==> config.mk <==
export PLATFORM = sky130hd
export DESIGN_NAME = osc_freq_detect
export DESIGN_NICKNAME = d
export VERILOG_FILES = /design/src/rtl/synth_pkg.sv /design/src/rtl/seq_div32.sv /design/src/rtl/osc_freq_detect.sv
export SDC_FILE = /design/constraint.sdc
export NUM_CORES = 1
export LEC_CHECK = 0
export CAP_MARGIN = 30
export CORE_MARGIN = 2
export CORE_UTILIZATION = 55
export CTS_CLUSTER_SIZE = 16
export DETAILED_ROUTE_END_ITERATION = 12
export PLACE_DENSITY_LB_ADDON = 0.3
export SETUP_SLACK_MARGIN = 0.02
export SLEW_MARGIN = 5
export SYNTH_ARGS = -nofsm -noshare
export SYNTH_HDL_FRONTEND = slang
export SYNTH_SLANG_ARGS = --single-unit
==> constraint.sdc <==
create_clock -name clk -period 3.4 [get_ports clk]
set_input_delay 1.02 -clock clk [delete_from_list [all_inputs] [get_ports clk]]
set_output_delay 1.02 -clock clk [all_outputs]
set_load 0.05 [all_outputs]
==> src/rtl/synth_pkg.sv <==
// Purpose: shared constants, state type and saturation helper for the synth monitor path.
// Latency: n/a (package only).
// Backpressure: n/a.
// Contents: CLK_HZ_DEFAULT, FREQ_W/FREQ_MAX output scale, det_state_t, sat_freq().
package synth_pkg;

    localparam int CLK_HZ_DEFAULT = 1000000;
    localparam int FREQ_W         = 12;
    localparam int FREQ_MAX       = 4095;

    typedef enum logic {
        SEEK,
        MEASURE
    } det_state_t;

    // Clamp a full-width quotient onto the oscillator frequency scale.
    function automatic logic [FREQ_W-1:0] sat_freq(input logic [31:0] q);
        if (q > 32'(FREQ_MAX)) begin
            return FREQ_W'(FREQ_MAX);
        end
        return q[FREQ_W-1:0];
    endfunction

endpackage

==> src/rtl/seq_div32.sv <==
// Purpose: 32/32 unsigned restoring divider, one quotient bit per cycle.
// Latency: start accepted on edge S, done pulses after edge S+32 with quotient valid and held.
// Backpressure: start while busy is ignored; rst aborts any division in flight.
// Ports: clk, rst (sync, active high), start, dividend, divisor -> busy, done, quotient.
module seq_div32 (
    input  logic        clk,
    input  logic        rst,
    input  logic        start,
    input  logic [31:0] dividend,
    input  logic [31:0] divisor,
    output logic        busy,
    output logic        done,
    output logic [31:0] quotient
);

    logic [31:0] rem_q, rem_d;
    logic [31:0] quo_q, quo_d;
    logic [31:0] dsr_q, dsr_d;
    logic [4:0]  cnt_q, cnt_d;
    logic        busy_q, busy_d;
    logic        done_q, done_d;
    logic [32:0] shifted;

    always_comb begin
        rem_d   = rem_q;
        quo_d   = quo_q;
        dsr_d   = dsr_q;
        cnt_d   = cnt_q;
        busy_d  = busy_q;
        done_d  = 1'b0;
        // Partial remainder with the next dividend bit shifted in; the
        // dividend register doubles as the quotient shift register.
        shifted = {rem_q, quo_q[31]};
        if (busy_q) begin
            if (shifted >= {1'b0, dsr_q}) begin
                rem_d = 32'(shifted - {1'b0, dsr_q});
                quo_d = {quo_q[30:0], 1'b1};
            end else begin
                rem_d = shifted[31:0];
                quo_d = {quo_q[30:0], 1'b0};
            end
            cnt_d = cnt_q + 5'd1;
            if (cnt_q == 5'd31) begin
                busy_d = 1'b0;
                done_d = 1'b1;
            end
        end else if (start) begin
            rem_d  = '0;
            quo_d  = dividend;
            dsr_d  = divisor;
            cnt_d  = '0;
            busy_d = 1'b1;
        end
    end

    always_ff @(posedge clk) begin
        if (rst) begin
            rem_q  <= '0;
            quo_q  <= '0;
            dsr_q  <= '0;
            cnt_q  <= '0;
            busy_q <= 1'b0;
            done_q <= 1'b0;
        end else begin
            rem_q  <= rem_d;
            quo_q  <= quo_d;
            dsr_q  <= dsr_d;
            cnt_q  <= cnt_d;
            busy_q <= busy_d;
            done_q <= done_d;
        end
    end

    assign busy     = busy_q;
    assign done     = done_q;
    assign quotient = quo_q;

endmodule

==> src/rtl/osc_freq_detect.sv <==
// Purpose: pitch detector; Schmitt-triggered period measurement averaged over 2^AVG_LOG2 periods, reported in Hz.
// Latency: window-closing crossing accepted on edge E0 -> freq/freq_valid at edge E0+34.
// Backpressure: none on samples; a window closing while the divider is busy is dropped silently.
// Ports: clk, rst, sample[15:0] signed, sample_valid -> freq[11:0], freq_valid (pulse), locked.
module osc_freq_detect
    import synth_pkg::*;
#(
    parameter int                 CLK_HZ   = CLK_HZ_DEFAULT,
    parameter logic signed [15:0] HYST     = 16'sd256,
    parameter int                 AVG_LOG2 = 2,
    parameter int                 MIN_HZ   = 20
) (
    input  logic                     clk,
    input  logic                     rst,
    input  logic signed [15:0]       sample,
    input  logic                     sample_valid,
    output logic [FREQ_W-1:0]        freq,
    output logic                     freq_valid,
    output logic                     locked
);

    localparam logic [31:0]        DIVIDEND     = 32'(CLK_HZ) << AVG_LOG2;
    // Timeout fires on the edge where per_cnt would reach CLK_HZ/MIN_HZ.
    localparam logic [31:0]        TIMEOUT_LAST = 32'(CLK_HZ / MIN_HZ - 1);
    localparam logic signed [15:0] NEG_HYST     = -HYST;
    localparam int                 WIN          = 1 << AVG_LOG2;
    localparam logic [AVG_LOG2:0]  WIN_K        = WIN[AVG_LOG2:0];
    localparam logic [AVG_LOG2:0]  K_ONE        = (AVG_LOG2 + 1)'(1);

    logic                 pos_q, pos_d;
    logic                 cross_q;
    det_state_t           state_q, state_d;
    logic [31:0]          per_cnt_q, per_cnt_d;
    logic [31:0]          sum_q, sum_d, new_sum;
    logic [AVG_LOG2:0]    k_q, k_d, k_inc;
    logic [FREQ_W-1:0]    freq_q, freq_d;
    logic                 fv_q, fv_d;
    logic                 locked_q, locked_d;
    logic                 timeout;
    logic                 div_start, div_abort, div_busy, div_done;
    logic [31:0]          div_quot;

    // Schmitt trigger; holds between thresholds and on unaccepted cycles.
    always_comb begin
        pos_d = pos_q;
        if (sample_valid) begin
            if (sample >= HYST) begin
                pos_d = 1'b1;
            end else if (sample <= NEG_HYST) begin
                pos_d = 1'b0;
            end
        end
    end

    assign timeout   = (state_q == MEASURE) && (per_cnt_q >= TIMEOUT_LAST);
    assign div_abort = rst | timeout;
    // per_cnt holds (period - 1) when the crossing is acted on.
    assign new_sum   = sum_q + per_cnt_q + 32'd1;
    assign k_inc     = k_q + K_ONE;

    always_comb begin
        state_d    = state_q;
        per_cnt_d  = per_cnt_q + 32'd1;
        sum_d      = sum_q;
        k_d        = k_q;
        freq_d     = freq_q;
        fv_d       = 1'b0;
        locked_d   = locked_q;
        div_start  = 1'b0;
        case (state_q)
            SEEK: begin
                if (cross_q) begin
                    per_cnt_d = '0;
                    sum_d     = '0;
                    k_d       = '0;
                    state_d   = MEASURE;
                end
            end
            MEASURE: begin
                if (timeout) begin
                    // Takes priority over a crossing acted on this cycle.
                    state_d = SEEK;
                    freq_d  = '0;
                    if (locked_q) begin
                        locked_d = 1'b0;
                        fv_d     = 1'b1;
                    end
                end else begin
                    if (cross_q) begin
                        per_cnt_d = '0;
                        if (k_inc == WIN_K) begin
                            // Closing crossing also opens the next window.
                            sum_d     = '0;
                            k_d       = '0;
                            div_start = !div_busy;
                        end else begin
                            sum_d = new_sum;
                            k_d   = k_inc;
                        end
                    end
                    if (div_done) begin
                        freq_d   = sat_freq(div_quot);
                        fv_d     = 1'b1;
                        locked_d = 1'b1;
                    end
                end
            end
            default: state_d = SEEK;
        endcase
    end

    always_ff @(posedge clk) begin
        if (rst) begin
            pos_q     <= 1'b0;
            cross_q   <= 1'b0;
            state_q   <= SEEK;
            per_cnt_q <= '0;
            sum_q     <= '0;
            k_q       <= '0;
            freq_q    <= '0;
            fv_q      <= 1'b0;
            locked_q  <= 1'b0;
        end else begin
            pos_q     <= pos_d;
            cross_q   <= pos_d & ~pos_q;
            state_q   <= state_d;
            per_cnt_q <= per_cnt_d;
            sum_q     <= sum_d;
            k_q       <= k_d;
            freq_q    <= freq_d;
            fv_q      <= fv_d;
            locked_q  <= locked_d;
        end
    end

    seq_div32 u_div (
        .clk      (clk),
        .rst      (div_abort),
        .start    (div_start),
        .dividend (DIVIDEND),
        .divisor  (new_sum),
        .busy     (div_busy),
        .done     (div_done),
        .quotient (div_quot)
    );

    assign freq       = freq_q;
    assign freq_valid = fv_q;
    assign locked     = locked_q;

endmodule

==> run metrics <==
Synth Flop Type dfxtp_1; register area share after synthesis 35.2%; top post-synthesis cells by area dfxtp_1, ha_1, nand2_1, a21oi_1, o21ai_0; Die X 143 um; CTS tree built; CP cell instances inv_1 -> ha_1 -> nor2b_1 -> o31a_1 -> o21a_1 -> o311ai_2 -> nand3_1 -> a21oi_4 -> buf_4 -> mux2_2 -> o21ai_0; maximum VDD drop 0.368 mV; Area Growth Syn to Fin 11.2%; status finished, final reports clean; total congestion overflow 0; relative slew slack 58.9%; share of cells above drive strength 1 6.02%; top-level port count 33; crit-path max cell delay 0.40 ns; initial antenna violation count 0; DRT Pass-1 Iters 5; vias in the first global route 8860; syn nets 1377; maximum clock frequency 318 MHz; worst slew pin tran 0.611 ns; CP startpoint kind register; Final Setup Violations 0; leading cell types by count after synthesis dfxtp_1, nand2_1, nor2_1; Layout Cells excl Fill 1573; Hold WC Path Type register to register; port buffer count 32; worst path arrival time 3.50 ns; first-pass GRT wire length 42.1 mm; H-Tree Depth 4; antenna diode count 0; period utilization 92.4%; Placer Congestion 0.939; Leak Pwr 4.87 nW; share of the synthesized area in the top cell type 35.2%; post-synthesis cell type count 73; via count 9361; Iter 0 DRT Violations 699; largest net degree at the start of global routing 50; Detailed Place HPWL 18.1 mm; Vias/cell 5.95; unrepaired setup endpoints after global routing no; yosys warns 0; Routed Antenna Nets 0; Core Footprint 0.0188 mm2; crit path max fanout 15; Synth Instances 1288; Rows 50; Post-synth EDFFs 0; deepest clock path buffer count 2; Netlist Area Pre-Place 0.0106 mm2; slowest CP cell dfxtp_1; Design Power 0.00432 W; Die Footprint 0.0205 mm2; Worst Path Required 3.76 ns; Clock Latency Late Sink 0.44 ns; drt total wl 25.2 mm; final worst path period need 3.14 ns; Worst Setup Path Type register to register; Die Height 143 um; PwrDens 365 mW/mm2; FFs w/ async S/R, synth 0%; max-cap violation count 0; Seq cells post-synth 187; dominant cell type by area after synthesis dfxtp_1; CTS Buf Count 17; clock sinks 187; Residual DRC 0; Fin Setup TNS 0 ns; syn_area_per_cell 8.26 um2; Inst Count DP 1541; Routed wire per std cell 16.0 um; Slew Viols, Final 0; Layout Skew 0.0118 ns; crit path capture type register; total track usage 25.3%; Final Hold Fails 0; clock slew at reported path FFs 0.07 ns; most frequent cell after synthesis dfxtp_1; final net count 1389; Initial Utilization 56.5%; Root Driver clkbuf_16
==> area by class of cell <==
class,count,area (um2)
timing repair buffer,55,505
tap,260,325
multi-input combinational,983,6450
fill,1636,7000
clock inverter,14,160
sequential,187,3740
clock buffer,18,439
inverter,56,210
==> worst paths after layout <==
| path | startpoint | cells past startpoint | end | slack, ns |
|---|---|---|---|---|
| worst min-delay path | pos_q$_SDFF_PP0_ | 1 | cross_q$_SDFF_PP0_ | 0.41 |
| worst max register to register | u_div.dsr_q[1]$_SDFFE_PP0P_ | 11 | u_div.rem_q[0]$_SDFFE_PP0P_ | 0.26 |
| worst max-delay path | u_div.dsr_q[1]$_SDFFE_PP0P_ | 11 | u_div.rem_q[0]$_SDFFE_PP0P_ | 0.26 |
| worst min register to register | pos_q$_SDFF_PP0_ | 1 | cross_q$_SDFF_PP0_ | 0.41 |
==> what timing repair did <==
action / 4_1_cts / 5_1_grt
setup buffers: 0 / 0
resized for setup: 0 / 1
endpoints found under the setup margin: 0 / 4
hold buffers: 0 / 0
==> placed cells by master (no fill, tap or decap), types with 23 or more instances in the layout <==
cell	synthesis	final
a22o_1	48	48
nand2_1	143	143
nor2_1	104	103
o21ai_0	86	86
mux2i_1	27	27
a21oi_1	95	94
nor3_1	23	23
nand3_1	35	35
dfxtp_1	187	187
ha_1	68	68
and3_1	23	23
xor2_1	37	37
inv_1	56	56
clkdlybuf4s50_1	0	32
xnor2_1	38	38
a21o_1	36	36
==> kinds of logic (layout without fill, tap and decap cells) <==
| group | Yosys count | count (layout) | share of synthesized area [%] |
|---|---|---|---|
| buffers and inverters | 118 | 143 | 4.40 |
| AO/OA/AOI/OAI | 386 | 386 | 24.4 |
| XOR/XNOR | 75 | 75 | 6.17 |
| adder cells (fa/ha/maj) | 70 | 70 | 8.37 |
| flip-flops | 187 | 187 | 35.2 |
| multiplexers | 29 | 29 | 2.75 |
| AND/OR/NAND/NOR | 423 | 423 | 18.7 |
==> registers in the layout (all words and copies together), names as in the netlist <==
| signal | cells |
|---|---|
| u_div.busy | 1 |
| per_cnt_q | 32 |
| u_div.rem_q | 32 |
| state_q | 1 |
| u_div.cnt_q | 5 |
| k_q | 3 |
| u_div.quotient | 32 |
| u_div.done | 1 |
| freq | 12 |
| u_div.dsr_q | 32 |
| pos_q | 1 |
| locked | 1 |
| freq_valid | 1 |
| cross_q | 1 |
| sum_q | 32 |
==> metrics by stage <==
| stage | instance area, um2 | hold slack, ns | setup slack (ns) | util (%) |
|---|---|---|---|---|
| 2_1_floorplan | 10600 | 0.391 | 0.746 | - |
| 3_3_place_gp | 11200 | 0.408 | 0.422 | 59.6 |
| 3_5_place_dp | 11200 | 0.409 | 0.326 | 59.6 |
| 4_1_cts | 11800 | 0.423 | 0.291 | 62.8 |
| 5_1_grt | 11800 | 0.456 | 0.0247 | 62.8 |
| 6_report | 11800 | 0.415 | 0.259 | 62.8 |
==> per-layer routing <==
layer  vias to the layer above  track usage [%]  share of wire [%]
li1                       4691                -                  -
met1                      4420             31.8                 46
met2                       209             44.1                 48
met3                        41             3.55                3.6
met4                         0             8.96                2.3
met5                         -                0                  0
==> worst max-delay path, delay by kind of cell, from the launching register on <==
| kind | cells | cell delay (ns) |
|---|---|---|
| compound gates | 5 | 1.29 |
| fa+ha+maj | 1 | 0.30 |
| buf+inv | 2 | 0.33 |
| flops | 1 | 0.40 |
| mux | 1 | 0.36 |
| simple gates | 2 | 0.38 |
==> power by group <==
part / switching [W] / internal, W
sequential: 0.00000733 / 0.00219
clock: 0.000947 / 0.00106
combinational: 0.0000660 / 0.0000426
No activity file was read; power rests on OpenSTA's default activity.
